<file path="src/rtl/motion_pkg.sv">
// Shared types and constants for the sprite motion engine.
//   motion_mode_t : FSM state, also exported on the mode output
//   HIT_*         : bit positions inside the 4-bit hit-edge code {L,T,R,B}
//   fix_t         : signed fixed-point word used for position and velocity
//   sat()         : saturate a fixed-point value to [lo, hi]
package motion_pkg;

  localparam int unsigned FIX_W = 32;
  localparam int unsigned PIX_W = 11;

  localparam int unsigned HIT_L = 3;
  localparam int unsigned HIT_T = 2;
  localparam int unsigned HIT_R = 1;
  localparam int unsigned HIT_B = 0;

  typedef enum logic [1:0] {
    AIR    = 2'd0,
    LANDED = 2'd1,
    FROZEN = 2'd2
  } motion_mode_t;

  typedef logic signed [FIX_W-1:0] fix_t;

  // Saturate v into [lo, hi].
  function automatic fix_t sat(input fix_t v, input fix_t lo, input fix_t hi);
    fix_t r;
    r = v;
    if (v < lo) r = lo;
    else if (v > hi) r = hi;
    return r;
  endfunction

endpackage

</file>
<file path="src/rtl/sprite_motion_engine_if.sv">
// Control/status bundle between game logic and the sprite motion engine.
//   start_of_frame : one-cycle frame strobe
//   jump_*_n       : active-low jump buttons (debounced upstream)
//   hit_pulse/edge : collision strobe and {L,T,R,B} edge code
//   freeze         : hold all motion
//   top_left_x/y   : sprite pixel position
//   landed, mode   : bottom-contact pulse and FSM state
// Modports: master = game logic side, slave = motion engine side.
interface sprite_motion_engine_if;
  import motion_pkg::*;

  logic                    start_of_frame;
  logic                    jump_left_n;
  logic                    jump_right_n;
  logic                    jump_up_n;
  logic                    hit_pulse;
  logic [3:0]              hit_edge;
  logic                    freeze;
  logic signed [PIX_W-1:0] top_left_x;
  logic signed [PIX_W-1:0] top_left_y;
  logic                    landed;
  motion_mode_t            mode;

  modport master (
    output start_of_frame, jump_left_n, jump_right_n, jump_up_n,
           hit_pulse, hit_edge, freeze,
    input  top_left_x, top_left_y, landed, mode
  );

  modport slave (
    input  start_of_frame, jump_left_n, jump_right_n, jump_up_n,
           hit_pulse, hit_edge, freeze,
    output top_left_x, top_left_y, landed, mode
  );

endinterface

</file>
<file path="src/rtl/press_request_latch.sv">
// Falling-edge detector on an active-low button with a sticky request flag.
//   clk, reset : clock, async active-high reset
//   btn_n      : active-low button level
//   clear      : drop the current request; a press in the same cycle survives
//   flush      : drop everything, including a press in the same cycle
//   req        : latched request
module press_request_latch (
  input  logic clk,
  input  logic reset,
  input  logic btn_n,
  input  logic clear,
  input  logic flush,
  output logic req
);

  logic prev;
  logic fall;
  logic req_n;

  assign fall = prev & ~btn_n;

  // A press landing on the clearing cycle belongs to the next frame.
  always_comb begin
    req_n = 1'b0;
    if (!flush) req_n = (clear ? 1'b0 : req) | fall;
  end

  always_ff @(posedge clk or posedge reset) begin
    if (reset) begin
      prev <= 1'b1;
      req  <= 1'b0;
    end else begin
      prev <= btn_n;
      req  <= req_n;
    end
  end

endmodule

</file>
<file path="src/rtl/sprite_motion_engine.sv">
// Per-frame fixed-point motion of a single sprite: gravity, wall/object
// collisions, edge-triggered jumps, speed clamping and freeze.
//   clk, reset : clock, async active-high reset
//   bus        : sprite_motion_engine_if.slave (frame strobe, buttons, hits,
//                freeze in; pixel position, landed pulse, mode out)
module sprite_motion_engine
  import motion_pkg::*;
#(
  parameter int FRAC_BITS     = 6,
  parameter int INITIAL_X     = 280,
  parameter int INITIAL_Y     = 185,
  parameter int INITIAL_VX    = 40,
  parameter int INITIAL_VY    = 20,
  parameter int SPRITE_W      = 32,
  parameter int SPRITE_H      = 32,
  parameter int FRAME_W       = 640,
  parameter int FRAME_H       = 480,
  parameter int MARGIN        = 30,
  parameter int GRAVITY       = 10,
  parameter int JUMP_VX       = 100,
  parameter int JUMP_VY       = 150,
  parameter int MAX_V         = 600,
  parameter int BOUNCE_THRESH = 500,
  parameter int LAND_VY       = 150
) (
  input  logic                 clk,
  input  logic                 reset,
  sprite_motion_engine_if.slave bus
);

  localparam fix_t X_LO_PIX  = fix_t'(MARGIN);
  localparam fix_t Y_LO_PIX  = fix_t'(MARGIN);
  localparam fix_t X_HI_PIX  = fix_t'(FRAME_W - 1 - MARGIN - SPRITE_W);
  localparam fix_t Y_HI_PIX  = fix_t'(FRAME_H - 1 - MARGIN - SPRITE_H);
  localparam fix_t POS_X_MAX = fix_t'((FRAME_W - SPRITE_W) * (2 ** FRAC_BITS));
  localparam fix_t POS_Y_MAX = fix_t'((FRAME_H - SPRITE_H) * (2 ** FRAC_BITS));
  localparam fix_t POS_X_RST = fix_t'(INITIAL_X * (2 ** FRAC_BITS));
  localparam fix_t POS_Y_RST = fix_t'(INITIAL_Y * (2 ** FRAC_BITS));
  localparam fix_t V_MAX     = fix_t'(MAX_V);
  localparam fix_t V_MIN     = fix_t'(-MAX_V);

  motion_mode_t state, state_n;
  fix_t         pos_x, pos_y, vx, vy;
  fix_t         pos_x_n, pos_y_n, vx_n, vy_n;
  fix_t         vx_t, vy_t;
  fix_t         pix_x, pix_y;
  logic [3:0]   hits, hits_n;
  logic         landed_q, landed_n;
  logic         contact;
  logic         req_left, req_right, req_up;

  // Jump request latches: cleared by each frame, discarded while frozen.
  press_request_latch u_left (
    .clk(clk), .reset(reset), .btn_n(bus.jump_left_n),
    .clear(bus.start_of_frame), .flush(bus.freeze), .req(req_left)
  );
  press_request_latch u_right (
    .clk(clk), .reset(reset), .btn_n(bus.jump_right_n),
    .clear(bus.start_of_frame), .flush(bus.freeze), .req(req_right)
  );
  press_request_latch u_up (
    .clk(clk), .reset(reset), .btn_n(bus.jump_up_n),
    .clear(bus.start_of_frame), .flush(bus.freeze), .req(req_up)
  );

  // Floor-rounded pixel coordinates of the current position.
  assign pix_x = pos_x >>> FRAC_BITS;
  assign pix_y = pos_y >>> FRAC_BITS;

  // Next-state and frame physics.
  always_comb begin
    state_n  = state;
    pos_x_n  = pos_x;
    pos_y_n  = pos_y;
    vx_n     = vx;
    vy_n     = vy;
    landed_n = 1'b0;
    contact  = 1'b0;
    vx_t     = vx;
    vy_t     = vy;
    // A hit on the frame strobe is kept for the following frame.
    hits_n   = (bus.start_of_frame ? 4'b0000 : hits) |
               (bus.hit_pulse ? bus.hit_edge : 4'b0000);

    if (bus.freeze) begin
      state_n = FROZEN;
      hits_n  = 4'b0000;
    end else if (bus.start_of_frame) begin
      // Horizontal reflection only when moving into the wall.
      if ((pix_x <= X_LO_PIX || hits[HIT_L]) && vx < 0)
        vx_t = -vx;
      else if ((pix_x >= X_HI_PIX || hits[HIT_R]) && vx > 0)
        vx_t = -vx;

      // Ceiling reflects, floor stops horizontal motion and rebounds.
      if ((pix_y <= Y_LO_PIX || hits[HIT_T]) && vy <= 0) begin
        vy_t = -vy;
      end else if ((pix_y >= Y_HI_PIX || hits[HIT_B]) && vy >= 0) begin
        contact = 1'b1;
        vx_t    = '0;
        if (vy >= fix_t'(BOUNCE_THRESH)) vy_t = -(vy >>> 1);
        else                             vy_t = fix_t'(-LAND_VY);
      end else begin
        vy_t = vy + fix_t'(GRAVITY);
      end

      if (req_up) vy_t = vy_t - fix_t'(JUMP_VY);
      // Opposing side requests cancel; a blocked side cannot push.
      if (req_left && !req_right && !hits[HIT_L] && !contact)
        vx_t = fix_t'(-JUMP_VX);
      if (req_right && !req_left && !hits[HIT_R] && !contact)
        vx_t = fix_t'(JUMP_VX);

      vx_n     = sat(vx_t, V_MIN, V_MAX);
      vy_n     = sat(vy_t, V_MIN, V_MAX);
      pos_x_n  = sat(pos_x + vx_n, '0, POS_X_MAX);
      pos_y_n  = sat(pos_y + vy_n, '0, POS_Y_MAX);
      landed_n = contact;
      state_n  = contact ? LANDED : AIR;
    end else if (state == FROZEN) begin
      state_n = AIR;
    end
  end

  // State and datapath registers.
  always_ff @(posedge clk or posedge reset) begin
    if (reset) begin
      state    <= AIR;
      pos_x    <= POS_X_RST;
      pos_y    <= POS_Y_RST;
      vx       <= fix_t'(INITIAL_VX);
      vy       <= fix_t'(INITIAL_VY);
      hits     <= 4'b0000;
      landed_q <= 1'b0;
    end else begin
      state    <= state_n;
      pos_x    <= pos_x_n;
      pos_y    <= pos_y_n;
      vx       <= vx_n;
      vy       <= vy_n;
      hits     <= hits_n;
      landed_q <= landed_n;
    end
  end

  assign bus.top_left_x = PIX_W'(pix_x);
  assign bus.top_left_y = PIX_W'(pix_y);
  assign bus.landed     = landed_q;
  assign bus.mode       = state;

endmodule

</file>
<file path="src/flat_wrapper.sv">
// flat-port wrapper written by rule: the top's interface ports become plain ports
module sprite_motion_engine_flat import motion_pkg::*;
#(
  parameter int FRAC_BITS     = 6,
  parameter int INITIAL_X     = 280,
  parameter int INITIAL_Y     = 185,
  parameter int INITIAL_VX    = 40,
  parameter int INITIAL_VY    = 20,
  parameter int SPRITE_W      = 32,
  parameter int SPRITE_H      = 32,
  parameter int FRAME_W       = 640,
  parameter int FRAME_H       = 480,
  parameter int MARGIN        = 30,
  parameter int GRAVITY       = 10,
  parameter int JUMP_VX       = 100,
  parameter int JUMP_VY       = 150,
  parameter int MAX_V         = 600,
  parameter int BOUNCE_THRESH = 500,
  parameter int LAND_VY       = 150
)
  (clk, reset, bus_start_of_frame, bus_jump_left_n, bus_jump_right_n, bus_jump_up_n, bus_hit_pulse, bus_hit_edge, bus_freeze, bus_top_left_x, bus_top_left_y, bus_landed, bus_mode);
  sprite_motion_engine_if bus_i ();
  input  logic clk;
  input  logic reset;
  input wire logic [$bits(bus_i.start_of_frame)-1:0] bus_start_of_frame;
  input wire logic [$bits(bus_i.jump_left_n)-1:0] bus_jump_left_n;
  input wire logic [$bits(bus_i.jump_right_n)-1:0] bus_jump_right_n;
  input wire logic [$bits(bus_i.jump_up_n)-1:0] bus_jump_up_n;
  input wire logic [$bits(bus_i.hit_pulse)-1:0] bus_hit_pulse;
  input wire logic [$bits(bus_i.hit_edge)-1:0] bus_hit_edge;
  input wire logic [$bits(bus_i.freeze)-1:0] bus_freeze;
  output wire logic [$bits(bus_i.top_left_x)-1:0] bus_top_left_x;
  output wire logic [$bits(bus_i.top_left_y)-1:0] bus_top_left_y;
  output wire logic [$bits(bus_i.landed)-1:0] bus_landed;
  output wire logic [$bits(bus_i.mode)-1:0] bus_mode;
  assign bus_i.start_of_frame = bus_start_of_frame;
  assign bus_i.jump_left_n = bus_jump_left_n;
  assign bus_i.jump_right_n = bus_jump_right_n;
  assign bus_i.jump_up_n = bus_jump_up_n;
  assign bus_i.hit_pulse = bus_hit_pulse;
  assign bus_i.hit_edge = bus_hit_edge;
  assign bus_i.freeze = bus_freeze;
  assign bus_top_left_x = bus_i.top_left_x;
  assign bus_top_left_y = bus_i.top_left_y;
  assign bus_landed = bus_i.landed;
  assign bus_mode = bus_i.mode;
  sprite_motion_engine #(.FRAC_BITS(FRAC_BITS), .INITIAL_X(INITIAL_X), .INITIAL_Y(INITIAL_Y), .INITIAL_VX(INITIAL_VX), .INITIAL_VY(INITIAL_VY), .SPRITE_W(SPRITE_W), .SPRITE_H(SPRITE_H), .FRAME_W(FRAME_W), .FRAME_H(FRAME_H), .MARGIN(MARGIN), .GRAVITY(GRAVITY), .JUMP_VX(JUMP_VX), .JUMP_VY(JUMP_VY), .MAX_V(MAX_V), .BOUNCE_THRESH(BOUNCE_THRESH), .LAND_VY(LAND_VY)) u_core (.clk(clk), .reset(reset), .bus(bus_i));
endmodule
</file>
<file path="config.mk">
export PLATFORM = sky130hd
export DESIGN_NAME = sprite_motion_engine_flat
export DESIGN_NICKNAME = d
export VERILOG_FILES = /design/src/rtl/motion_pkg.sv /design/src/rtl/sprite_motion_engine_if.sv /design/src/rtl/press_request_latch.sv /design/src/rtl/sprite_motion_engine.sv /design/src/flat_wrapper.sv
export SDC_FILE = /design/constraint.sdc
export NUM_CORES = 1
export LEC_CHECK = 0
export CORE_UTILIZATION = 55
export CTS_BUF_LIST = sky130_fd_sc_hd__clkbuf_4
export DETAILED_ROUTE_END_ITERATION = 7
export PLACE_DENSITY = 0.76
export SKIP_LAST_GASP = 1
export SYNTH_ARGS = -nofsm -noshare
export SYNTH_HDL_FRONTEND = slang
export SYNTH_SLANG_ARGS = --single-unit
</file>
<file path="constraint.sdc">
create_clock -name clk -period 24.3 [get_ports clk]
set_input_delay 7.29 -clock clk [delete_from_list [all_inputs] [get_ports clk]]
set_output_delay 7.29 -clock clk [all_outputs]
set_load 0.01 [all_outputs]
</file>
Yosys cells after proc, flatten, opt, wreduce, memory -nomap -nowiden

Index checks and enable logic that the tools add are counted.

Register bits: 141
Output and inout bits: 25
Word-level logic and storage cells: 117

Add/sub/neg operators: 7
$lt $le $gt $ge: 17
Eq/ne operators: 1
Multiplexer cells: 47
Bitwise gates (word level): 11
Reductions and logical operators: 21

Operator list:

| cell                                                             | count |
|---|---|
| 2-to-1 mux 32 bit                                                | 28 |
| < comparator 32 x 1 -> 1 bit (second input constant)             | 3 |
| adder 32 bit                                                     | 2 |
| greater-than comparator 32 x 11 -> 1 bit (second input constant) | 2 |
| < comparator 32 x 11 -> 1 bit (second input constant)            | 2 |
| negation 32 bit                                                  | 2 |
| <= comparator 26 x 6 -> 1 bit (second input constant)            | 2 |
| adder 32 x 5 -> 32 bit (second input constant)                   | 1 |
| >= comparator 32 x 1 -> 1 bit (second input constant)            | 1 |
| >= comparator 32 x 10 -> 1 bit (second input constant)           | 1 |
| greater-than comparator 32 x 1 -> 1 bit (second input constant)  | 1 |
| greater-than comparator 32 x 16 -> 1 bit (second input constant) | 1 |
| greater-than comparator 32 x 17 -> 1 bit (second input constant) | 1 |
| <= comparator 32 x 1 -> 1 bit (second input constant)            | 1 |
| negation 31 -> 32 bit                                            | 1 |
| subtractor 32 x 9 -> 32 bit (second input constant)              | 1 |
| >= comparator 26 x 10 -> 1 bit (second input constant)           | 1 |
| >= comparator 26 x 11 -> 1 bit (second input constant)           | 1 |
| 2-to-1 mux 1 bit                                                 | 13 |
| 2-to-1 mux 4 bit                                                 | 3 |
| logical AND 1 bit                                                | 10 |
| 2-to-1 mux 2 bit                                                 | 3 |
| zero test 1 bit                                                  | 5 |
| logical OR 1 bit                                                 | 4 |
| other kinds (7)                                                  | 14 |

Depth between registers and ports, before layout

Word-level depth: 22
Depth in mapped cells: 37

By module

A second synthesis with hierarchy kept.

Cells, all modules: 1798
Area, all modules: 14201.1 µm²

By module, submodules not included:

| module               | times used | cells each | area each (µm²) | seq. area each (µm²) |
|---|---|---|---|---|
| sprite_motion_engine | 1          | 1780       | 13972.2         | 3343.2 |
| press_request_latch  | 3          | 6          | 76.3            | 51.3 |

Worst setup path before layout

OpenSTA, ideal clock, no wires.

Path kind: register -> register
From: register u_core.vy[0]
To: register u_core.pos_y[4]
Setup time: 68 ps
Arrival: 8848 ps
Required time: 24232 ps
Slack: 15384 ps
Stages on the path, launching flop included: 36
Cell sequence: dfrtp_1 clkbuf_1 inv_1 ha_1 nor4b_2 and2_1 a31oi_4 nor2_2 buf_2 buf_6 o31a_1 ha_1 inv_1 o311ai_1 a211oi_4 o211ai_2 or4b_1 a2111oi_2 or4b_1 nor4_1 mux2i_1 nor2b_1 ha_1 a211oi_1 o211ai_1 a2111oi_0 o2111ai_1 and4_1 or4_1 nand3_1 nand4_1 nor3_1 nand4_1 nor4_1 clkbuf_1 a32o_1

Longest elaborated chain between the ends: 19

RTL lines:

| item                                                                                   | line                                                    | RTL |
|---|---|---|
| start, declared                                                                        | sprite_motion_engine.sv:43                              | `fix_t pos_x, pos_y, vx, vy;` |
| start signal, assigned                                                                 | sprite_motion_engine.sv:132                             | `vy <= fix_t'(INITIAL_VY);` |
| start signal, assigned                                                                 | sprite_motion_engine.sv:140                             | `vy <= vy_n;` |
| >= comparator 32 x 10 -> 1 bit / >= comparator 32 x 1 -> 1 bit (equally long branches) | sprite_motion_engine.sv:101, sprite_motion_engine.sv:98 |  |
| 2-to-1 mux 32 bit / logical AND 1 bit (equally long branches)                          | sprite_motion_engine.sv:101, sprite_motion_engine.sv:98 |  |
| 2-to-1 mux 32 bit                                                                      | sprite_motion_engine.sv:98                              | `end else if ((pix_y >= Y_HI_PIX \|\| hits[HIT_B]) && vy >= 0) begin` |
| 2-to-1 mux 32 bit *                                                                    | sprite_motion_engine.sv:96                              | `if ((pix_y <= Y_LO_PIX \|\| hits[HIT_T]) && vy <= 0) begin` |
| 2-to-1 mux 32 bit *                                                                    | sprite_motion_engine.sv:88                              | `end else if (bus.start_of_frame) begin` |
| 2-to-1 mux 32 bit *                                                                    | sprite_motion_engine.sv:85                              | `if (bus.freeze) begin` |
| subtractor 32 x 9 -> 32 bit                                                            | sprite_motion_engine.sv:107                             | `if (req_up) vy_t = vy_t - fix_t'(JUMP_VY);` |
| 2-to-1 mux 32 bit *                                                                    | sprite_motion_engine.sv:107                             |  |
| (+3 left out)                                                                          | --                                                      |  |
| 2-to-1 mux 32 bit                                                                      | motion_pkg.sv:29                                        | `else if (v > hi) r = hi;` |
| 2-to-1 mux 32 bit *                                                                    | motion_pkg.sv:28                                        | `if (v < lo) r = lo;` |
| 2-to-1 mux 32 bit *                                                                    | sprite_motion_engine.sv:88                              |  |
| 2-to-1 mux 32 bit *                                                                    | sprite_motion_engine.sv:85                              |  |
| adder 32 bit *                                                                         | sprite_motion_engine.sv:117                             | `pos_y_n = sat(pos_y + vy_n, '0, POS_Y_MAX);` |
| greater-than comparator 32 x 16 -> 1 bit                                               | motion_pkg.sv:29                                        |  |
| 2-to-1 mux 32 bit                                                                      | motion_pkg.sv:29                                        |  |
| 2-to-1 mux 32 bit *                                                                    | motion_pkg.sv:28                                        |  |
| end signal, assigned                                                                   | sprite_motion_engine.sv:138                             | `pos_y <= pos_y_n;` |
| end, declared                                                                          | sprite_motion_engine.sv:43                              |  |

Mark *: on every way between the ends. The rest lies on a longest branch, timed or not. The select of a mux whose other input is x is not followed.
A chain may end at the register's enable or synchronous reset.

Worst setup path after layout

From: register u_core.vy[0]
To: register u_core.pos_y[10]

The elaborated chain is that of the path after synthesis.

==> key figures <==
Status
  • Status: finished, final reports clean

Routing
  • Routed WL: 44300 µm
  • DR vias/cell: 6.82
  • WL met1: 19400 µm
  • Via count: 14700
  • Met2 WL post-DR: 20600 µm
  • Top Metal Used: met4
  • Iter 0 DRT Violations: 1586
  • Final ANT Viol Nets: 0
  • DR WL met3: 2790 µm
  • Wirelength per Cell: 20.6 µm
  • First drt pass iteration count: 6
  • Residual DRC: 0

Floorplan
  • Ports: 37
  • Core area: 26400 µm²
  • Die extent in x: 167 µm
  • Std-Cell Rows: 59
  • Total die area: 27800 µm²
  • Die height: 167 µm
  • Starting Density: 56.6%

Synth
  • Synth warn: 0
  • Syn_nets: 1960
  • Post-synth top area share: 20.8%
  • Adder-cell share of the synthesized area: 5.89%
  • Top-count cell post-synth: nand2_1
  • Post-synth EDFFs: 0
  • Mapped Area: 14900 µm²
  • Portion of netlist area occupied by mux cells: 1.87%
  • Area contributors post-synth: dfrtp_1, xnor2_1, ha_1
  • Post-synthesis sequential area ratio: 23.5%
  • Synth Area in Compound Gates: 25.3%
  • Simple-gate share of the synthesized area: 28.9%
  • Post-synthesis xor/xnor area fraction: 8.05%
  • Synth Register Bits: 139
  • Cell variety after synth: 106
  • Largest family of logic cells by synthesized area: simple AND/OR/NAND/NOR gates
  • Synth Flop Type: dfrtp_1
  • Dominant cell type by area after synthesis: dfrtp_1
  • Post-synth top cells: nand2_1, nor2_1, dfrtp_1, xnor2_1, o21ai_0
  • Async SR Flop Fraction: 100%
  • Post-Synthesis Cells: 1879
  • Avg Cell Area, Syn: 7.94 µm²

Pwr
  • Pint: 818 µW
  • Sw Share: 53.5%
  • P per Cell Area: 114 nW/µm²
  • Clk pwr share: 9.6%
  • VDD IR max: 0.0461 mV
  • P_sw: 942 µW
  • Total Power: 1760 µW
  • Logic pwr share: 67.2%
  • Seq pwr share: 23.2%
  • Static Leak: 0.00603 µW

Place
  • Post-DP Area: 15100 µm²
  • Port bufs: 36
  • Placed Cells: 2119
  • DPL Wire Length: 32700 µm
  • RD Place Congestion: 0.986
  • Pre-CTS WS: 13.70 ns

Worst hold path
  • Hold Path Depth: 1
  • Hold path start: u_core.bus.mode[1]
  • Hold Path End: u_core.bus.mode[1]
  • Hold WC Path Type: flop to flop

Timing
  • PnR worst setup slack: 13.40 ns
  • Slew @ Worst Pin: 1.21 ns
  • Max Fclk: 91.7 MHz
  • Final period utilization: 44.9%
  • Final number of hold-violating endpoints: 0
  • Setup violators final: 0
  • Slew Viols, Final: 0
  • Setup TNS: 0 ns
  • Skew final: 0.0361 ns
  • Crit path time final: 10.90 ns
  • Slew HR: 19.2%
  • RSZ-0062 raised after global routing: no

Global routing
  • Largest net degree at the start of global routing: 92
  • Total gr overflow: 0
  • GRT Total Usage: 32.1%
  • First-pass GRT wire length: 73200 µm
  • Initial antenna violation count: 0
  • Vias in the first global route: 13900

Worst setup path
  • FF-to-FF setup slack: 13.40 ns
  • Startpoint Class: flop
  • Crit-path max FO: 21
  • Worst r2r src: u_core.vy[0]
  • Max stage delay cell, worst path: or4_1
  • CP required: 24.82 ns
  • R2R depth: 29
  • Crit. Startpoint: u_core.vy[0]
  • Crit path kind: flop to flop
  • Max incr delay on CP: 0.83 ns
  • Capturing point of the worst reg2reg path: u_core.pos_y[10]
  • Crit path DAT: 11.42 ns
  • Setup crit end kind: flop

Clocking
  • Longest Clk Path Bufs: 2
  • CTS tree: built
  • Root Driver: clkbuf_4
  • Worst skew pair latency: 0.58 ns
  • Setup bufs post-CTS: 0
  • Total CTS buffers: 17
  • CTS clk-pin slew, worst paths: 0.14 ns
  • H-tree depth: 4
  • # hold bufs at CTS: 0
  • Cts repair resizes: 0
  • Clk sinks: 139

Layout
  • Antenna Cells: 0
  • Filler instances: 2443
  • Final nets: 1884
  • Non-filler cells, final: 2151
  • Design area: 15400 µm²
  • Layout cells sized above 1: 7.98%
  • P&R area growth vs syn: 3.20%

Flow run
  • Max Cap Viol: 0
-- power groups by stage --
| stage | clock, µW | combinational [µW] | sequential, µW |
|---|---|---|---|
| after floorplan | 0 | 989 | 318 |
| after global placement | 0 | 1140 | 406 |
| after detailed placement | 0 | 1150 | 409 |
| after CTS | 173 | 1160 | 403 |
| after global routing | 183 | 1300 | 417 |
| final | 168 | 1180 | 408 |
-- registers in the layout, summed over array words and instances, names as in the netlist, 2 cells and up --
register         flops
u_core.vx           32
u_core.vy           32
u_core.pos_x        31
u_core.pos_y        31
u_core.hits          4
u_core.bus.mode      2
-- logic make-up after synthesis --
logic type / Yosys count
XOR/XNOR: 137
AND/OR/NAND/NOR: 793
flip-flops: 139
buffers and inverters: 199
multiplexers: 25
AO/OA/AOI/OAI: 517
adder cells (fa/ha/maj): 69
-- worst max path at each step --
stage | end | slack, ns
6_report | u_core.pos_y[10] | 13.40
5_1_grt | u_core.pos_y[11] | 12.52
4_1_cts | u_core.pos_y[10] | 13.66
3_5_place_dp | u_core.pos_y[3] | 13.70
3_3_place_gp | u_core.pos_y[6] | 13.89
2_1_floorplan | u_core.bus.landed | 13.31
-- worst max-delay path: cells and delay by family (launching register included) --
| kind | cells | cell delay [ns] |
|---|---|---|
| muxes | 1 | 0.26 |
| DFF | 1 | 0.52 |
| xor gates and xnor gates | 2 | 0.30 |
| and+or+nand+nor | 10 | 4.94 |
| adders and majority gates | 2 | 0.54 |
| buffers and inverters | 1 | 0.15 |
| AOI/OAI and AO/OA | 13 | 4.15 |
-- area by class of cell --
cell class	count	area (µm²)	share of cell area, %
multi-input cells	1541	10500	68.0
flip-flops and latches	139	3500	22.7
repair buffers	55	503	3.27
well taps	335	419	2.72
inverters	49	189	1.23
clock inverters	13	168	1.09
clock buffers	19	143	0.927
-- metal layers --
metal	GRT usage, %	vias to the layer above
li1	-	6903
met1	43.1	6985
met2	52.3	649
met3	3.85	131
met4	13.6	0
met5	0	-
-- stage by stage --
stage | hold slack (ns) | utilization, %
2_1_floorplan | 0.462 | -
3_3_place_gp | 0.470 | 57.2
3_5_place_dp | 0.486 | 57.2
4_1_cts | 0.511 | 58.4
5_1_grt | 0.527 | 58.4
6_report | 0.510 | 58.4
-- layout by cell type (no fill, tap or decap), drive strengths merged, types with 13 or more instances in the layout --
cell type      netlist  final
nand2              160    160
nor2               155    155
dfrtp              124    124
o21ai               99     99
xnor2               97     97
a21oi               86     86
nor3                81     81
ha                  67     67
and2                64     64
nor4                62     62
nand3               56     56
inv                 47     50
xor2                40     40
or3                 38     38
clkdlybuf4s50        0     36
nand4               36     36
or4                 30     30
a31oi               27     27
a32o                26     26
a211oi              23     23
o31ai               23     23
o21a                21     21
and3                21     21
a21o                20     20
clkbuf              74     19
buf                 76     19
o211ai              19     19
nand2b              18     18
dfstp               15     15
a2111oi             15     15
a22o                14     14
mux2i               14     14
o22ai               14     14
or2                 13     13
Note: power is estimated with default switching activity, not from simulation.
